<file path="src/rtl/jk_bank_writer_if.sv">
// Requester-side handshake and status bundle for jk_bank_writer.
interface jk_bank_writer_if #(
    parameter int unsigned WIDTH = 8
) ();
    logic             req_valid;
    logic             req_ready;
    logic [1:0]       req_mode;
    logic [WIDTH-1:0] req_data;
    logic             busy;
    logic             done;
    logic             err;
    logic [WIDTH-1:0] err_bits;

    modport master (
        output req_valid, req_mode, req_data,
        input  req_ready, busy, done, err, err_bits
    );

    modport slave (
        input  req_valid, req_mode, req_data,
        output req_ready, busy, done, err, err_bits
    );
endinterface

</file>
<file path="src/rtl/jk_bank_writer.sv">
// Write controller for an external JK flip-flop bank: derives a target word,
// drives one cycle of JK excitation, reads back, and retries on mismatch.
module jk_bank_writer #(
    parameter int unsigned WIDTH     = 8,
    parameter int unsigned MAX_RETRY = 2
) (
    input  logic             clk,
    input  logic             rst_n,
    jk_bank_writer_if.slave  req,
    input  logic [WIDTH-1:0] q_in,
    output logic [WIDTH-1:0] j_out,
    output logic [WIDTH-1:0] k_out
);
    localparam int unsigned RETRY_W = 3;

    typedef enum logic [1:0] {
        IDLE  = 2'd0,
        DRIVE = 2'd1,
        CHECK = 2'd2
    } state_t;

    state_t             state;
    logic [RETRY_W-1:0] retry;
    logic [WIDTH-1:0]   target;
    logic               ready_q;
    logic               busy_q;
    logic               done_q;
    logic               err_q;
    logic [WIDTH-1:0]   err_bits_q;
    logic [WIDTH-1:0]   acc_target_c;

    // Target word computed from the current bank contents at accept time
    always_comb begin
        acc_target_c = req.req_data;
        case (req.req_mode)
            2'b00:   acc_target_c = req.req_data;
            2'b01:   acc_target_c = q_in ^ req.req_data;
            2'b10:   acc_target_c = q_in & ~req.req_data;
            default: acc_target_c = q_in | req.req_data;
        endcase
    end

    always_ff @(posedge clk or negedge rst_n) begin
        if (!rst_n) begin
            state      <= IDLE;
            retry      <= '0;
            target     <= '0;
            j_out      <= '0;
            k_out      <= '0;
            ready_q    <= 1'b1;
            busy_q     <= 1'b0;
            done_q     <= 1'b0;
            err_q      <= 1'b0;
            err_bits_q <= '0;
        end else begin
            done_q <= 1'b0;
            err_q  <= 1'b0;
            j_out  <= '0;
            k_out  <= '0;
            case (state)
                IDLE: begin
                    if (req.req_valid) begin
                        target     <= acc_target_c;
                        retry      <= '0;
                        err_bits_q <= '0;
                        // Set-only / reset-only excitation: J&K is never issued
                        j_out      <= acc_target_c & ~q_in;
                        k_out      <= ~acc_target_c & q_in;
                        ready_q    <= 1'b0;
                        busy_q     <= 1'b1;
                        state      <= DRIVE;
                    end
                end
                DRIVE: begin
                    state <= CHECK;
                end
                CHECK: begin
                    if (q_in == target) begin
                        done_q  <= 1'b1;
                        ready_q <= 1'b1;
                        busy_q  <= 1'b0;
                        state   <= IDLE;
                    end else if (retry < RETRY_W'(MAX_RETRY)) begin
                        retry <= retry + RETRY_W'(1);
                        j_out <= target & ~q_in;
                        k_out <= ~target & q_in;
                        state <= DRIVE;
                    end else begin
                        done_q     <= 1'b1;
                        err_q      <= 1'b1;
                        err_bits_q <= target ^ q_in;
                        ready_q    <= 1'b1;
                        busy_q     <= 1'b0;
                        state      <= IDLE;
                    end
                end
                default: begin
                    ready_q <= 1'b1;
                    busy_q  <= 1'b0;
                    state   <= IDLE;
                end
            endcase
        end
    end

    assign req.req_ready = ready_q;
    assign req.busy      = busy_q;
    assign req.done      = done_q;
    assign req.err       = err_q;
    assign req.err_bits  = err_bits_q;

endmodule

</file>
<file path="src/flat_wrapper.sv">
// flat-port wrapper written by rule: the top's interface ports become plain ports
module jk_bank_writer_flat 
#(
    parameter int unsigned WIDTH     = 8,
    parameter int unsigned MAX_RETRY = 2
)
  (clk, rst_n, q_in, j_out, k_out, req_req_valid, req_req_mode, req_req_data, req_req_ready, req_busy, req_done, req_err, req_err_bits);
  jk_bank_writer_if #(.WIDTH(WIDTH)) req_i ();
  input  logic clk;
  input  logic rst_n;
  input  logic [WIDTH-1:0] q_in;
  output logic [WIDTH-1:0] j_out;
  output logic [WIDTH-1:0] k_out;
  input wire logic [$bits(req_i.req_valid)-1:0] req_req_valid;
  input wire logic [$bits(req_i.req_mode)-1:0] req_req_mode;
  input wire logic [$bits(req_i.req_data)-1:0] req_req_data;
  output wire logic [$bits(req_i.req_ready)-1:0] req_req_ready;
  output wire logic [$bits(req_i.busy)-1:0] req_busy;
  output wire logic [$bits(req_i.done)-1:0] req_done;
  output wire logic [$bits(req_i.err)-1:0] req_err;
  output wire logic [$bits(req_i.err_bits)-1:0] req_err_bits;
  assign req_i.req_valid = req_req_valid;
  assign req_i.req_mode = req_req_mode;
  assign req_i.req_data = req_req_data;
  assign req_req_ready = req_i.req_ready;
  assign req_busy = req_i.busy;
  assign req_done = req_i.done;
  assign req_err = req_i.err;
  assign req_err_bits = req_i.err_bits;
  jk_bank_writer #(.WIDTH(WIDTH), .MAX_RETRY(MAX_RETRY)) u_core (.clk(clk), .rst_n(rst_n), .req(req_i), .q_in(q_in), .j_out(j_out), .k_out(k_out));
endmodule
</file>
<file path="config.mk">
export PLATFORM = sky130hd
export DESIGN_NAME = jk_bank_writer_flat
export DESIGN_NICKNAME = d
export VERILOG_FILES = /design/src/rtl/jk_bank_writer_if.sv /design/src/rtl/jk_bank_writer.sv /design/src/flat_wrapper.sv
export SDC_FILE = /design/constraint.sdc
export NUM_CORES = 1
export LEC_CHECK = 0
export BUFFER_PORTS_ARGS = -buffer_cell sky130_fd_sc_hd__clkbuf_2
export CORE_MARGIN = 5
export CORE_UTILIZATION = 30
export CTS_CLUSTER_SIZE = 30
export DETAILED_ROUTE_END_ITERATION = 16
export GPL_TIMING_DRIVEN = 0
export PLACE_DENSITY = 0.53
export SLEW_MARGIN = 15
export SYNTH_ARGS = -nofsm -noshare
export SYNTH_HDL_FRONTEND = slang
export SYNTH_SLANG_ARGS = --single-unit
</file>
<file path="constraint.sdc">
create_clock -name clk -period 2.1 [get_ports clk]
set_input_delay 0.105 -clock clk [delete_from_list [all_inputs] [get_ports clk]]
set_output_delay 0.105 -clock clk [all_outputs]
set_load 0.005 [all_outputs]
</file>
==> impl_metrics.tcl, run 1 <==
set metrics [dict create \
    min_period_over_period_pct 87.0 \
    ys_ff_latch 41 \
    tightest_slew_ns 0.936 \
    max-cap-violations 0 \
    cts.clk_slew.worst_paths_ns 0.08 \
    die_width_um 99.3 \
    relSlewSlack_pct 37.6 \
    portBuffers 46 \
    drive_above_1_share_pct 31.6 \
    syn_area_per_cell_um2 12.0 \
    crit_arrival_ns 2.00 \
    setup_viol 0 \
    post-cts-setup-buffers 0 \
    ys_types 29 \
    grt_pass1_wl_um 8560 \
    placeableCoreArea_um2 7770 \
    hold_viol 40 \
    synth-edff-count 0 \
    cts_repair_resize_count 0 \
    ff2ff_setup_slack_ns 0.27 \
    crit_path_top_delay_cell "dfrtp_1" \
    clock-sinks 41 \
    synthesis.nets 253 \
    start_kind "flip-flop" \
    finClkSkew_ns 0.00867 \
    insertedDiodeCount 0 \
    cts_tree "built" \
    ant_nets 0 \
    fin_setup_tns_ns 0 \
    path_cells "ha_1 > nand4_1 > o211a_1 > buf_6 > buf_6 > a32o_1" \
    place_area_um2 2750 \
    grt_max_degree 42 \
    ys_seq_area_share_pct 42.9 \
    endpoint_kind "flip-flop" \
    grt_overflow 0 \
    cts.path.max_buffers 2 \
    cts_buffers 5 \
    rows 32 \
    start_util_pct 30.8 \
    path_class "flip-flop to flip-flop" \
    via_count 1635 \
    synth_area_leader_cell "dfrtp_1" \
    synthTopCellsByArea "dfrtp_1 42%, ha_1 17%, mux4_2 7.5%, inv_1 5.8%, mux2i_1 3.8%" \
    cp_slowest_stage_delay_ns 0.40 \
    power.density_nw_per_um2 1050 \
    firstDrtPassIters 4 \
    power_leakage_uw 0.00153 \
    maxSlewViolCount 0 \
    worstSkewPairLatency_ns 0.29 \
    route.detailed.drc 0 \
    cpMostUsedCell "buf_6" \
    hpwl_um 3840 \
    cp_max_fo 10 \
    synth_top_cell_area_share_pct 41.8 \
    wl_um 5190 \
    gp_congestion 0.714 \
    critPathRequiredTime_ns 2.28 \
    critPathBufInv 2 \
    rsz0062_at_grt "false" \
    synth_flop_cell "dfrtp_1" \
    ios 49 \
    wire_per_inst_um 14.6 \
    grt_pass1_vias 1688 \
    async_flop_share_pct 100 \
    netlist_area_um2 2390 \
    fmax_ghz 0.547 \
    nNetsFinal 306 \
    grt_usage_pct 11.1 \
    synthTopCellsByCount "40 x dfrtp_1, 37 x inv_1, 33 x ha_1" \
    hold_slack_ns -0.0525 \
    root_buffer "clkbuf_8" \
    synthMostInstantiatedCell "dfrtp_1" \
    hold_class "input pin to async pin" \
    areaGrowthSynthToFinish_pct 18.3 \
    drt_iter0_markers 34 \
    outcome "finished, violations left" \
    antenna_found_initial 0 \
    die_area_um2 9860 \
    vias_per_cell 4.61 \
    cts_hold_buffers 0 \
    violations "hold timing" \
    ir_drop_v 0.000251 \
    die_height_um 99.3 \
    yosysWarningCount 0 \
    syn_inst 199 \
    period_needed_ns 1.83 \
    h-tree-depth 2 \
    path_delay_family "compound AO/OA/AOI/OAI gates" \
    fin_area_um2 2830 \
    fin_util_pct 36.4 \
]
stage by stage:
| stage | worst slack, ns | total power (µW) | std cells |
|---|---|---|---|
| floorplan | 0.493 | 2040 | 199 |
| global placement | 0.269 | 2500 | 347 |
| detailed placement | 0.299 | 2520 | 347 |
| CTS | 0.261 | 3040 | 355 |
| global route | 0.196 | 3220 | 355 |
| finish | 0.273 | 2960 | 355 |
path summary, 6_finish.rpt:
check                                 start                      to  cells after the start
max                        u_core.target[1]         u_core.j_out[6]                      6
min                                   rst_n         u_core.j_out[5]                      1
max reg2reg                u_core.target[1]         u_core.j_out[6]                      6
min reg2reg                 u_core.retry[0]         u_core.retry[0]                      1
max in group asynchronous             rst_n  u_core.req.err_bits[3]                      1
min in group clk                    q_in[1]         u_core.k_out[1]                      3
worst reg2reg max path, delay by kind of cell (launching register included):
family,cells,cell delay (ns)
simple gates,1,0.17
compound gates,2,0.49
buf+inv,2,0.31
fa+ha+maj,1,0.34
flops,1,0.40
cell families (layout without fill, tap and decap cells):
kind of cell / Yosys count / in the layout / share of synthesized area, %
buffers and inverters: 45 / 99 / 8.63
AO/OA/AOI/OAI: 26 / 26 / 9.36
flip-flops: 41 / 41 / 42.9
adder cells (fa/ha/maj): 33 / 33 / 17.3
AND/OR/NAND/NOR: 29 / 29 / 6.43
multiplexers: 25 / 25 / 15.4
layout make-up:
class / instances / area, µm²
Inverter: 37 / 139
Sequential cell: 41 / 1030
Fill cell: 795 / 4940
Tap cell: 102 / 128
Clock buffer: 8 / 80.1
Timing Repair Buffer: 46 / 230
Buffer: 8 / 67.6
Multi-Input combinational cell: 113 / 1160
sequential cells by signal (all words and copies together), names as in the netlist:
name and flops:
u_core.req.busy 1, u_core.j_out 8, u_core.req.req_ready 1, u_core.req.err 1, u_core.state 2, u_core.k_out 8
u_core.req.done 1, u_core.target 8, u_core.retry 3, u_core.req.err_bits 8
placed cells by master (no fill, tap or decap), types with 2 or more instances in the layout:
cell type | netlist | routed
nand2_1 | 17 | 17
dfrtp_1 | 40 | 40
clkbuf_2 | 0 | 45
buf_2 | 3 | 4
nor2_1 | 3 | 3
or2_2 | 2 | 2
inv_1 | 37 | 37
clkbuf_8 | 0 | 5
o2bb2ai_1 | 8 | 8
nand4_1 | 2 | 2
clkbuf_1 | 0 | 3
mux4_2 | 8 | 8
a21oi_1 | 3 | 3
mux2_2 | 6 | 6
mux2_4 | 2 | 2
nand2b_1 | 2 | 2
ha_1 | 33 | 33
mux2i_1 | 9 | 9
a32o_1 | 8 | 8
buf_6 | 4 | 4
metal layers:
metal / up-vias / routed length (µm) / track usage (%)
li1: 786 / - / -
met1: 808 / 2390 / 14.3
met2: 36 / 2520 / 18.4
met3: 5 / 241 / 3.30
met4: 0 / 34 / 2.84
met5: - / 0 / 0
where the power goes:
part / internal, µW / switching [µW]
combinational: 590 / 608
clock: 236 / 262
sequential: 1070 / 191
Note: power is estimated with default switching activity, not from simulation.
==> run 2, diff against run 1 <==
--- a/config.mk
+++ b/config.mk
@@ -6,12 +6,14 @@
 export NUM_CORES = 1
 export LEC_CHECK = 0
 export BUFFER_PORTS_ARGS = -buffer_cell sky130_fd_sc_hd__clkbuf_2
+export CELL_PAD_IN_SITES_DETAIL_PLACEMENT = 0
+export CELL_PAD_IN_SITES_GLOBAL_PLACEMENT = 1
 export CORE_MARGIN = 5
 export CORE_UTILIZATION = 30
 export CTS_CLUSTER_SIZE = 30
 export DETAILED_ROUTE_END_ITERATION = 16
 export GPL_TIMING_DRIVEN = 0
-export PLACE_DENSITY = 0.53
+export PLACE_DENSITY = 0.63
 export SLEW_MARGIN = 15
 export SYNTH_ARGS = -nofsm -noshare
 export SYNTH_HDL_FRONTEND = slang
==> run 2 against run 1 <==
Net effect: the run still ends with hold timing left; final area did not move; critical path depth did not move; clock-buffer cell count did not move; total power rose by 0.42%; core utilization did not move.
==> impl_metrics.tcl, run 2 (same netlist as run 1, synthesis figures left out) <==
set metrics [dict create \
    outcome "finished, violations left" \
    violations "hold timing" \
    relSlewSlack_pct 39.4 \
    route.detailed.drc 0 \
    start_util_pct 30.8 \
    setup_viol 0 \
    start_kind "flip-flop" \
    grt_usage_pct 11.3 \
    hold_viol 40 \
    hold_slack_ns -0.0662 \
    tightest_slew_ns 0.908 \
    h-tree-depth 2 \
    areaGrowthSynthToFinish_pct 18.3 \
    post-cts-setup-buffers 0 \
    die_width_um 99.3 \
    critPathRequiredTime_ns 2.28 \
    rsz0062_at_grt "false" \
    cts_buffers 5 \
    period_needed_ns 1.81 \
    drive_above_1_share_pct 31.6 \
    power_leakage_uw 0.00153 \
    grt_max_degree 42 \
    cp_slowest_stage_delay_ns 0.40 \
    antenna_found_initial 0 \
    path_cells "ha_1 > nand4_1 > o211a_1 > buf_6 > buf_6 > a32o_1" \
    cts.clk_slew.worst_paths_ns 0.08 \
    fin_area_um2 2830 \
    ios 49 \
    portBuffers 46 \
    cp_max_fo 10 \
    firstDrtPassIters 4 \
    grt_pass1_wl_um 8650 \
    wl_um 5260 \
    final_cell_mix "45 x clkbuf_2, 40 x dfrtp_1, 37 x inv_1" \
    cts_tree "built" \
    insertedDiodeCount 0 \
    die_area_um2 9860 \
    nNetsFinal 306 \
    hold_class "input pin to async pin" \
    min_period_over_period_pct 86.2 \
    max-cap-violations 0 \
    fin_setup_tns_ns 0 \
    nFillCells 800 \
    crit_arrival_ns 1.99 \
    dp_cells 347 \
    grt_pass1_vias 1683 \
    via_count 1594 \
    place_area_um2 2750 \
    final_cells 355 \
    die_height_um 99.3 \
    rows 32 \
    hpwl_um 3820 \
    ir_drop_v 0.000274 \
    worstSkewPairLatency_ns 0.29 \
    power.density_nw_per_um2 1050 \
    endpoint_kind "flip-flop" \
    clock-sinks 41 \
    root_buffer "clkbuf_8" \
    cpMostUsedCell "buf_6" \
    vias_per_cell 4.49 \
    cts.path.max_buffers 2 \
    cts_hold_buffers 0 \
    crit_path_top_delay_cell "dfrtp_1" \
    cts_repair_resize_count 0 \
    drt_iter0_markers 43 \
    fmax_ghz 0.552 \
    ant_nets 0 \
    finClkSkew_ns 0.00571 \
    placeableCoreArea_um2 7770 \
    gp_congestion 0.713 \
    maxSlewViolCount 0 \
    layout.cells.most_common "clkbuf_2" \
    grt_overflow 0 \
    path_class "flip-flop to flip-flop" \
    wire_per_inst_um 14.8 \
]
==> run 2: cell counts in the layout (fill, tap and decap cells not counted) <==
Identical to the previous run, type by type.
==> run 2: worst max-delay path: cells and delay by family, from the launching register on <==
family	cells	cell delay, ns
AOI/OAI and AO/OA	2	0.48
adders and majority gates	1	0.32
buffers and inverters	2	0.30
DFF	1	0.40
and+or+nand+nor	1	0.18
==> run 2: final timing paths <==
path	end	cells after the start	slack [ns]	from
setup / recovery	u_core.j_out[6]	6	0.29	u_core.target[5]
hold / removal	u_core.req.done	1	-0.07	rst_n
setup reg to reg	u_core.j_out[6]	6	0.29	u_core.target[5]
hold reg to reg	u_core.retry[0]	1	0.50	u_core.retry[0]
max in group asynchronous	u_core.k_out[7]	1	1.59	rst_n
min in group clk	u_core.k_out[4]	3	0.07	q_in[4]
==> run 2: per-stage QoR <==
stage / power [µW] / utilization (%) / worst slack (ns)
6_report: 2970 / 36.4 / 0.289
5_1_grt: 3230 / 36.4 / 0.122
4_1_cts: 3040 / 36.4 / 0.263
3_5_place_dp: 2510 / 35.4 / 0.289
3_3_place_gp: 2500 / 35.4 / 0.272
2_1_floorplan: 2040 / - / 0.493
==> run 2: where the power goes <==
group	total (µW)	internal, µW	switching [µW]
Combinational	1200	592	609
Clock	498	236	262
Sequential	1270	1070	199
Total	2970	1900	1070
==> run 2: area by class of cell <==
| cell class | instances | area [µm²] | share of cell area, % |
|---|---|---|---|
| plain buffers | 8 | 67.6 | 2.39 |
| inverters | 37 | 139 | 4.91 |
| flip-flops and latches | 41 | 1030 | 36.3 |
| repair buffers | 46 | 230 | 8.13 |
| clock buffers | 8 | 80.1 | 2.83 |
| multi-input cells | 113 | 1160 | 40.9 |
| well taps | 102 | 128 | 4.51 |
==> run 2: routing by layer <==
metal	track usage, %	vias to the layer above	wire length [µm]
li1	-	789	-
met2	18.8	34	2510
met3	3.23	5	283
met5	0	-	0
met1	14.1	766	2420
met4	3.47	0	50
